[src/rtl/imem_loader.sv]
// ============================================================================
// imem_loader : byte-stream program loader feeding the instruction memory
//               write port. Optional checksum stage: IMEM_LOADER_CHECKSUM_EN.
// Revision    : 1.0
// ============================================================================
`default_nettype none

module imem_loader #(
  parameter int DATA_WIDTH = 32,
  parameter int ADDR_WIDTH = 10
) (
  input  logic                  i_clk,
  input  logic                  i_rst,
  input  logic                  i_start,
  input  logic                  i_byte_valid,
  input  logic [7:0]            i_byte_data,
  output logic                  o_byte_ready,
  output logic                  o_we_inst,
  output logic [ADDR_WIDTH-1:0] o_addr_inst,
  output logic [DATA_WIDTH-1:0] o_wrdata_inst,
  output logic                  o_core_rst,
  output logic                  o_busy,
  output logic                  o_done,
  output logic                  o_err
);

  localparam logic [2:0] S_IDLE  = 3'd0;
  localparam logic [2:0] S_LEN   = 3'd1;
  localparam logic [2:0] S_DATA  = 3'd2;
  localparam logic [2:0] S_WRITE = 3'd3;
  localparam logic [2:0] S_DONE  = 3'd4;
  localparam logic [2:0] S_ERR   = 3'd5;
`ifdef IMEM_LOADER_CHECKSUM_EN
  localparam logic [2:0] S_CHK   = 3'd6;
  localparam logic [2:0] S_FINAL = S_CHK;
`else
  localparam logic [2:0] S_FINAL = S_DONE;
`endif

  localparam logic [32:0] c_depth = 33'd1 << ADDR_WIDTH;

  logic [2:0]            state_q, state_d;
  logic [1:0]            byte_idx_q, byte_idx_d;
  logic [23:0]           len_q, len_d;
  logic [23:0]           word_q, word_d;
  logic [ADDR_WIDTH-1:0] addr_q, addr_d;
  logic [ADDR_WIDTH:0]   remain_q, remain_d;
  logic [ADDR_WIDTH-1:0] wr_addr_q, wr_addr_d;
  logic [DATA_WIDTH-1:0] wr_data_q, wr_data_d;
`ifdef IMEM_LOADER_CHECKSUM_EN
  logic [7:0]            sum_q, sum_d;
`endif

  logic        w_xfer;
  logic [31:0] w_len;

  assign w_xfer = i_byte_valid & o_byte_ready;
  assign w_len  = {i_byte_data, len_q};

  // State and datapath registers
  always_ff @(posedge i_clk) begin
    if (i_rst) begin
      state_q    <= S_IDLE;
      byte_idx_q <= '0;
      len_q      <= '0;
      word_q     <= '0;
      addr_q     <= '0;
      remain_q   <= '0;
      wr_addr_q  <= '0;
      wr_data_q  <= '0;
`ifdef IMEM_LOADER_CHECKSUM_EN
      sum_q      <= '0;
`endif
    end else begin
      state_q    <= state_d;
      byte_idx_q <= byte_idx_d;
      len_q      <= len_d;
      word_q     <= word_d;
      addr_q     <= addr_d;
      remain_q   <= remain_d;
      wr_addr_q  <= wr_addr_d;
      wr_data_q  <= wr_data_d;
`ifdef IMEM_LOADER_CHECKSUM_EN
      sum_q      <= sum_d;
`endif
    end
  end

  // Next state and datapath updates
  always_comb begin
    state_d    = state_q;
    byte_idx_d = byte_idx_q;
    len_d      = len_q;
    word_d     = word_q;
    addr_d     = addr_q;
    remain_d   = remain_q;
    wr_addr_d  = wr_addr_q;
    wr_data_d  = wr_data_q;
`ifdef IMEM_LOADER_CHECKSUM_EN
    sum_d      = sum_q;
`endif
    case (state_q)
      S_IDLE, S_DONE, S_ERR: begin
        if (i_start) begin
          state_d    = S_LEN;
          byte_idx_d = '0;
          addr_d     = '0;
`ifdef IMEM_LOADER_CHECKSUM_EN
          sum_d      = '0;
`endif
        end
      end
      S_LEN: begin
        if (w_xfer) begin
          byte_idx_d = byte_idx_q + 2'd1;
          case (byte_idx_q)
            2'd0: len_d[7:0]   = i_byte_data;
            2'd1: len_d[15:8]  = i_byte_data;
            2'd2: len_d[23:16] = i_byte_data;
            default: begin
              remain_d = w_len[ADDR_WIDTH:0];
              if (w_len == 32'd0)               state_d = S_FINAL;
              else if ({1'b0, w_len} > c_depth) state_d = S_ERR;
              else                              state_d = S_DATA;
            end
          endcase
        end
      end
      S_DATA: begin
        if (w_xfer) begin
          byte_idx_d = byte_idx_q + 2'd1;
`ifdef IMEM_LOADER_CHECKSUM_EN
          sum_d      = sum_q + i_byte_data;
`endif
          case (byte_idx_q)
            2'd0: word_d[7:0]   = i_byte_data;
            2'd1: word_d[15:8]  = i_byte_data;
            2'd2: word_d[23:16] = i_byte_data;
            default: begin
              // Capture the write address/data here so they hold after WRITE
              wr_addr_d = addr_q;
              wr_data_d = DATA_WIDTH'({i_byte_data, word_q});
              state_d   = S_WRITE;
            end
          endcase
        end
      end
      S_WRITE: begin
        addr_d   = addr_q + 1'b1;
        remain_d = remain_q - 1'b1;
        state_d  = (remain_q == 1) ? S_FINAL : S_DATA;
      end
`ifdef IMEM_LOADER_CHECKSUM_EN
      S_CHK: begin
        if (w_xfer) state_d = (i_byte_data == sum_q) ? S_DONE : S_ERR;
      end
`endif
      default: state_d = S_IDLE;
    endcase
  end

  // Moore outputs
  always_comb begin
    o_byte_ready  = 1'b0;
    o_we_inst     = 1'b0;
    o_busy        = 1'b0;
    o_done        = 1'b0;
    o_err         = 1'b0;
    o_core_rst    = 1'b1;
    o_addr_inst   = wr_addr_q;
    o_wrdata_inst = wr_data_q;
    case (state_q)
      S_LEN, S_DATA: begin
        o_byte_ready = 1'b1;
        o_busy       = 1'b1;
      end
      S_WRITE: begin
        o_we_inst = 1'b1;
        o_busy    = 1'b1;
      end
`ifdef IMEM_LOADER_CHECKSUM_EN
      S_CHK: begin
        o_byte_ready = 1'b1;
        o_busy       = 1'b1;
      end
`endif
      S_DONE: begin
        o_done     = 1'b1;
        o_core_rst = 1'b0;
      end
      S_ERR:   o_err = 1'b1;
      default: ;
    endcase
  end

endmodule

`default_nettype wire
[config.mk]
export PLATFORM = sky130hd
export DESIGN_NAME = imem_loader
export DESIGN_NICKNAME = d
export VERILOG_FILES = /design/src/rtl/imem_loader.sv
export SDC_FILE = /design/constraint.sdc
export NUM_CORES = 1
export LEC_CHECK = 0
export BUFFER_PORTS_ARGS = -buffer_cell sky130_fd_sc_hd__buf_2
export CAP_MARGIN = 25
export CORE_UTILIZATION = 50
export DETAILED_ROUTE_END_ITERATION = 12
export HOLD_SLACK_MARGIN = 0.03
export PLACE_DENSITY = 0.7
export SLEW_MARGIN = 0
export SYNTH_ARGS = -nofsm -noshare
export SYNTH_HDL_FRONTEND = slang
export SYNTH_SLANG_ARGS = --single-unit
[constraint.sdc]
create_clock -name i_clk -period 2.4 [get_ports i_clk]
set_clock_uncertainty 0.2 [all_clocks]
set_input_delay 0.24 -clock i_clk [delete_from_list [all_inputs] [get_ports i_clk]]
set_output_delay 0.24 -clock i_clk [all_outputs]
set_load 0.01 [all_outputs]
# Word-level counts from Yosys, hierarchy flattened

Index checks and enable logic that the tools add are counted.

Register bits after elaboration: 116
Bits in latches: 0
Bits in writable memories: 0
Memory bits (read-only): 0
Input port bits: 12
Output and inout bits: 48
Logic and storage cells: 76
Memories: 0

$add $sub $neg: 3
Multipliers: 0
Div/mod/pow operators: 0
Order comparisons: 1
Eq/ne operators: 14
Shift-type cells: 0
Mux-type cells: 23
Bitwise operators: 2
Reductions and logical operators: 21

Operator list:

| kind                    | count |
|---|---|
| $gt A32 B11 Y1 const B  | 1 |
| $logic_not A32 Y1       | 1 |
| $reduce_and A3 Y1       | 9 |
| $mux W3                 | 8 |
| $mux W11                | 2 |
| $pmux W11 S2            | 1 |
| $pmux W10 S2            | 1 |
| $pmux W3 S4             | 1 |
| $eq A11 B1 Y1 const B   | 1 |
| $sub A11 B1 Y11 const B | 1 |
| $add A10 B1 Y10 const B | 1 |
| $mux W10                | 1 |
| $ne A2 B2 Y1 const B    | 5 |
| $reduce_or A3 Y1        | 3 |
| $eq A3 B2 Y1 const B    | 2 |
| $eq A3 B3 Y1 const B    | 2 |
| $mux W1                 | 6 |
| $reduce_bool A2 Y1      | 3 |
| $reduce_and A5 Y1       | 1 |
| $mux W2                 | 2 |
| $pmux W2 S2             | 1 |
| $eq A3 B1 Y1 const B    | 1 |
| $logic_not A3 Y1        | 1 |
| $add A2 B1 Y2 const B   | 1 |
| other kinds (8)         | 8 |

# Depth between registers and ports, before layout

Depth after elaboration: 6
Depth in mapped cells: 8

# Least setup slack after synthesis

OpenSTA, ideal clock, no wires.

Path kind: register to register
From: register remain_q[0]
To: register remain_q[6]
Setup time: 128 ps
Arrival time: 1547 ps
Path slack: 525 ps
Cell stages (with the launch flop): 8
Period minus slack after synthesis: 1875 ps
Cells stage by stage: dfxtp_1 > inv_1 > ha_1 > or4b_4 > o21ai_0 > nand2_1 > a22oi_1 > nor2_1

Longest elaborated chain between the ends: 2

Ends and longest elaborated chain:

| what                   | line | source |
|---|---|---|
| start, declared        | 47   | `logic [ADDR_WIDTH:0] remain_q, remain_d;` |
| start signal, assigned | 80   | `remain_q <= remain_d;` |
| $sub A11 B1 Y11        | 150  | `remain_d = remain_q - 1'b1;` |
| $pmux W11 S2           | 102  | `case (state_q)` |

No other way between the ends.
A chain may end at the register's enable or synchronous reset.

# Final worst setup path

From: register state_q[2]
To: register wr_data_q[28] (netlist: o_wrdata_inst[28])

Longest elaborated chain between the ends: 5
Elaborated cells between the ends (all ways): 6
Classes of those cells: eq/ne: 2; mux: 1; bitwise: 1; reduce/logical: 2

Ends and longest elaborated chain:

| what                                         | line     | source |
|---|---|---|
| start, declared                              | 42       | `logic [2:0] state_q, state_d;` |
| start signal, assigned                       | 75       | `state_q <= state_d;` |
| $eq A3 B1 Y1 or $eq A3 B2 Y1 (tied branches) | 172, 102 |  |
| $reduce_or A2 Y1 (no source line)            | -        |  |
| $mux W1                                      | 172      | `case (state_q)` |
| $and A1 B1 Y1                                | 57       | `assign w_xfer = i_byte_valid & o_byte_ready;` |
| $reduce_and A3 Y1 (no source line) (*)       | -        |  |
| end signal, assigned                         | 82       | `wr_data_q <= wr_data_d;` |
| end, declared                                | 49       | `logic [DATA_WIDTH-1:0] wr_data_q, wr_data_d;` |

Every way passes the cells marked *; elsewhere a longest branch is shown, timed or not.

==> summary.md <==
| Metric | Value |
|---|---|
| Setup WS pre-CTS | 0.363 ns |
| Final cycle utilization of the critical path | 94.3% |
| Root Buffer | clkbuf_8 |
| Post-synth net total | 653 |
| P_int | 3.40 mW |
| CP Buf/Inv Count | 2 |
| Sw Ratio | 24.6% |
| First-pass GRT wire length | 19800 um |
| PD cells | 752 mW/mm2 |
| Number of synthesized flops with an enable pin | 0 |
| Clk_lat worst skew | 0.52 ns |
| Dpl cells | 789 |
| Final Hold Fails | 0 |
| Worst Tran Pin Value | 0.497 ns |
| Hold WC Path Type | register to register |
| GP Congestion | 0.841 |
| DRC Markers | 0 |
| Row count | 35 |
| Mapped Area | 0.00492 mm2 |
| Vias in the first global route | 4177 |
| Crit path max-delay family | buffers and inverters |
| Grt ovf | 0 |
| GRT Util Overall | 25.0% |
| Final instance area | 0.00599 mm2 |
| Ant. Diodes | 0 |
| Setup ws final | 0.136 ns |
| YS warnings | 0 |
| # setup viols final | 0 |
| Worst setup path category | register to register |
| Core area | 0.00937 mm2 |
| Final setup TNS | 0 ns |
| Die X | 101 um |
| Area Growth Syn to Fin | 21.8% |
| Seq pwr share | 43.3% |
| Num CTS Buffers | 17 |
| Avg WL per Cell | 14.7 um |
| Antenna violations before repair | 0 |
| FMAX | 0.442 GHz |
| DP Wirelength | 8020 um |
| Top_reg_cell synth | dfxtp_1 |
| Cell count after synthesis | 634 |
| Yosys cell types | 49 |
| Outcome | completed |
| Max Cap Viol | 0 |
| Setup bufs post-CTS | 0 |
| Placed cell areas | 0.00527 mm2 |
| Startpoint types | register |
| Tmin final | 2.26 ns |
| Non-filler cells, final | 834 |
| Total number of vias | 4556 |
| Final net count | 711 |
| WHS | 0.248 ns |
| Largest net degree at the start of global routing | 38 |
| Fillers | 831 |
| Leakage | 2.26 nW |
| Clock tree sinks | 116 |
| Cell Chain, Critical Path | nand3b_1, nor2_4, nand2_4, buf_12, nand2_1, a21oi_1, dlygate4sd3_1 |
| Combinational fraction of design power | 4.2% |
| Final Max Tran Viols | 0 |
| # H-tree levels | 4 |
| Synth Register Bits | 116 |
| Mean post-synth cell area | 7.76 um2 |
| VDD IR max | 0.415 mV |
| Worst-path fanout max | 30 |
| Die Height | 101 um |
| First-pass detailed-route iteration total | 5 |
| Clk slew on worst S/H paths | 0.06 ns |
| NetSw | 1.11 mW |
| CTS tree | yes |
| Post-synth ARST share | 0% |
| Unrepaired setup endpoints after global routing | no |
| WP data arrival | 2.52 ns |
| Final WL | 12300 um |
| Starting Density | 52.5% |
| Clock power share | 52.4% |
| Initial DRC count | 377 |
| Crit end category | register |
| Die Footprint | 0.0102 mm2 |
| Layout cell share with drive strength beyond 1 | 17.9% |
| Relative slew slack | 66.9% |
| Crit path required time | 2.65 ns |
| I/O pins | 60 |
| Slowest stage delay, CP | 0.58 ns |
| Slowest CP cell | dlygate4sd3_1 |
| Final antenna-violating net count | 0 |
| Post-synthesis sequential area ratio | 47.2% |
| CTS max path bufs | 2 |
| Vias per inst | 5.46 |
| I/O Buffers | 59 |
==> flip-flops by register name, indices dropped and copies added, names as in the netlist <==
name,count
o_wrdata_inst,32
len_q,24
word_q,24
remain_q,11
addr_q,10
o_addr_inst,10
state_q,3
byte_idx_q,2
==> worst min-delay path, stage by stage, from the launching register on <==
cell and delay, ns:
dfxtp_1 0.30, nand2_1 0.05, a21oi_1 0.05
==> layer usage <==
layer	track usage [%]	routed length (um)	up-vias
met4	10.7	227	0
met3	6.21	578	25
met5	0	0	-
met1	31.9	5670	2115
li1	-	-	2275
met2	40.5	5790	141
==> final cells by class <==
| cell class | instances | area, um2 | area share (%) |
|---|---|---|---|
| Clock buffer | 17 | 414 | 6.91 |
| Clock inverter | 15 | 146 | 2.44 |
| Inverter | 9 | 35.0 | 0.585 |
| Multi-Input combinational cell | 458 | 2320 | 38.8 |
| Sequential cell | 116 | 2320 | 38.8 |
| Tap cell | 129 | 161 | 2.69 |
| Timing Repair Buffer | 90 | 588 | 9.81 |
==> placed cells by master, fill, tap and decap left out, types with 13 or more instances in the layout <==
master,n
nand2_1,161
dfxtp_1,115
nand3_1,58
buf_4,17
buf_2,58
dlygate4sd3_1,13
a21oi_1,111
nor2_1,35
clkbuf_16,16
o21ai_0,15
==> logic make-up after synthesis <==
| group | Yosys count | synth area share (%) |
|---|---|---|
| fa+ha+maj | 7 | 1.78 |
| compound gates | 150 | 17.0 |
| mux | 3 | 0.661 |
| simple gates | 294 | 26.8 |
| buf+inv | 60 | 5.85 |
| flops | 116 | 47.2 |
| xor+xnor | 4 | 0.712 |
==> power by group through the flow <==
| stage | sequential, mW | combinational, mW | clock, mW |
|---|---|---|---|
| 6_report | 1.95 | 0.191 | 2.36 |
| 5_1_grt | 1.95 | 0.208 | 2.48 |
| 4_1_cts | 1.95 | 0.187 | 2.39 |
| 3_5_place_dp | 1.99 | 0.173 | 0 |
| 3_3_place_gp | 1.99 | 0.170 | 0 |
| 2_1_floorplan | 1.98 | 0.128 | 0 |
==> synthesized netlist by cell type (2+ instances only) <==
library cell / n / share of area (%)
mux2_2: 2 / 0.46
nand3b_1: 3 / 0.46
a21oi_1: 111 / 11
inv_1: 8 / 0.61
buf_2: 20 / 2.0
a311oi_1: 2 / 0.36
a221oi_1: 3 / 0.53
nor4_1: 7 / 0.89
nand2b_1: 7 / 0.89
nand2_1: 161 / 12
clkbuf_1: 23 / 1.8
dfxtp_1: 116 / 47
buf_6: 2 / 0.46
nor3_1: 7 / 0.71
xor2_1: 2 / 0.36
ha_1: 7 / 1.8
a22oi_1: 3 / 0.46
and3_1: 3 / 0.38
buf_4: 6 / 0.92
and2_1: 2 / 0.25
nor2_1: 36 / 2.7
o21ai_0: 15 / 1.5
nand4_1: 2 / 0.25
a31oi_1: 2 / 0.25
a21o_1: 2 / 0.31
xnor2_1: 2 / 0.36
nand3_1: 58 / 5.9
==> metrics by stage <==
stage / power, mW / utilization, %
2_1_floorplan: 2.11 / -
3_3_place_gp: 2.16 / 56.3
3_5_place_dp: 2.17 / 56.3
4_1_cts: 4.53 / 63.6
5_1_grt: 4.64 / 64.0
6_report: 4.51 / 64.0
==> what timing repair did <==
| action | 4_1_cts | 5_1_grt |
|---|---|---|
| hold buffers | 13 | 0 |
| endpoints found under the setup margin | 1 | 2 |
| resized for setup | 1 | 8 |
| endpoints found under the hold margin | 86 | 0 |
==> worst paths after layout <==
path                            cells after the start  slack, ns           endpoint         startpoint
worst max-delay path                                7       0.14  o_wrdata_inst[28]         state_q[2]
worst min-delay path                                2       0.25  o_wrdata_inst[19]  o_wrdata_inst[19]
worst max register to register                      7       0.14  o_wrdata_inst[28]         state_q[2]
worst min register to register                      2       0.25  o_wrdata_inst[19]  o_wrdata_inst[19]
(Power assumes the default switching activity.)
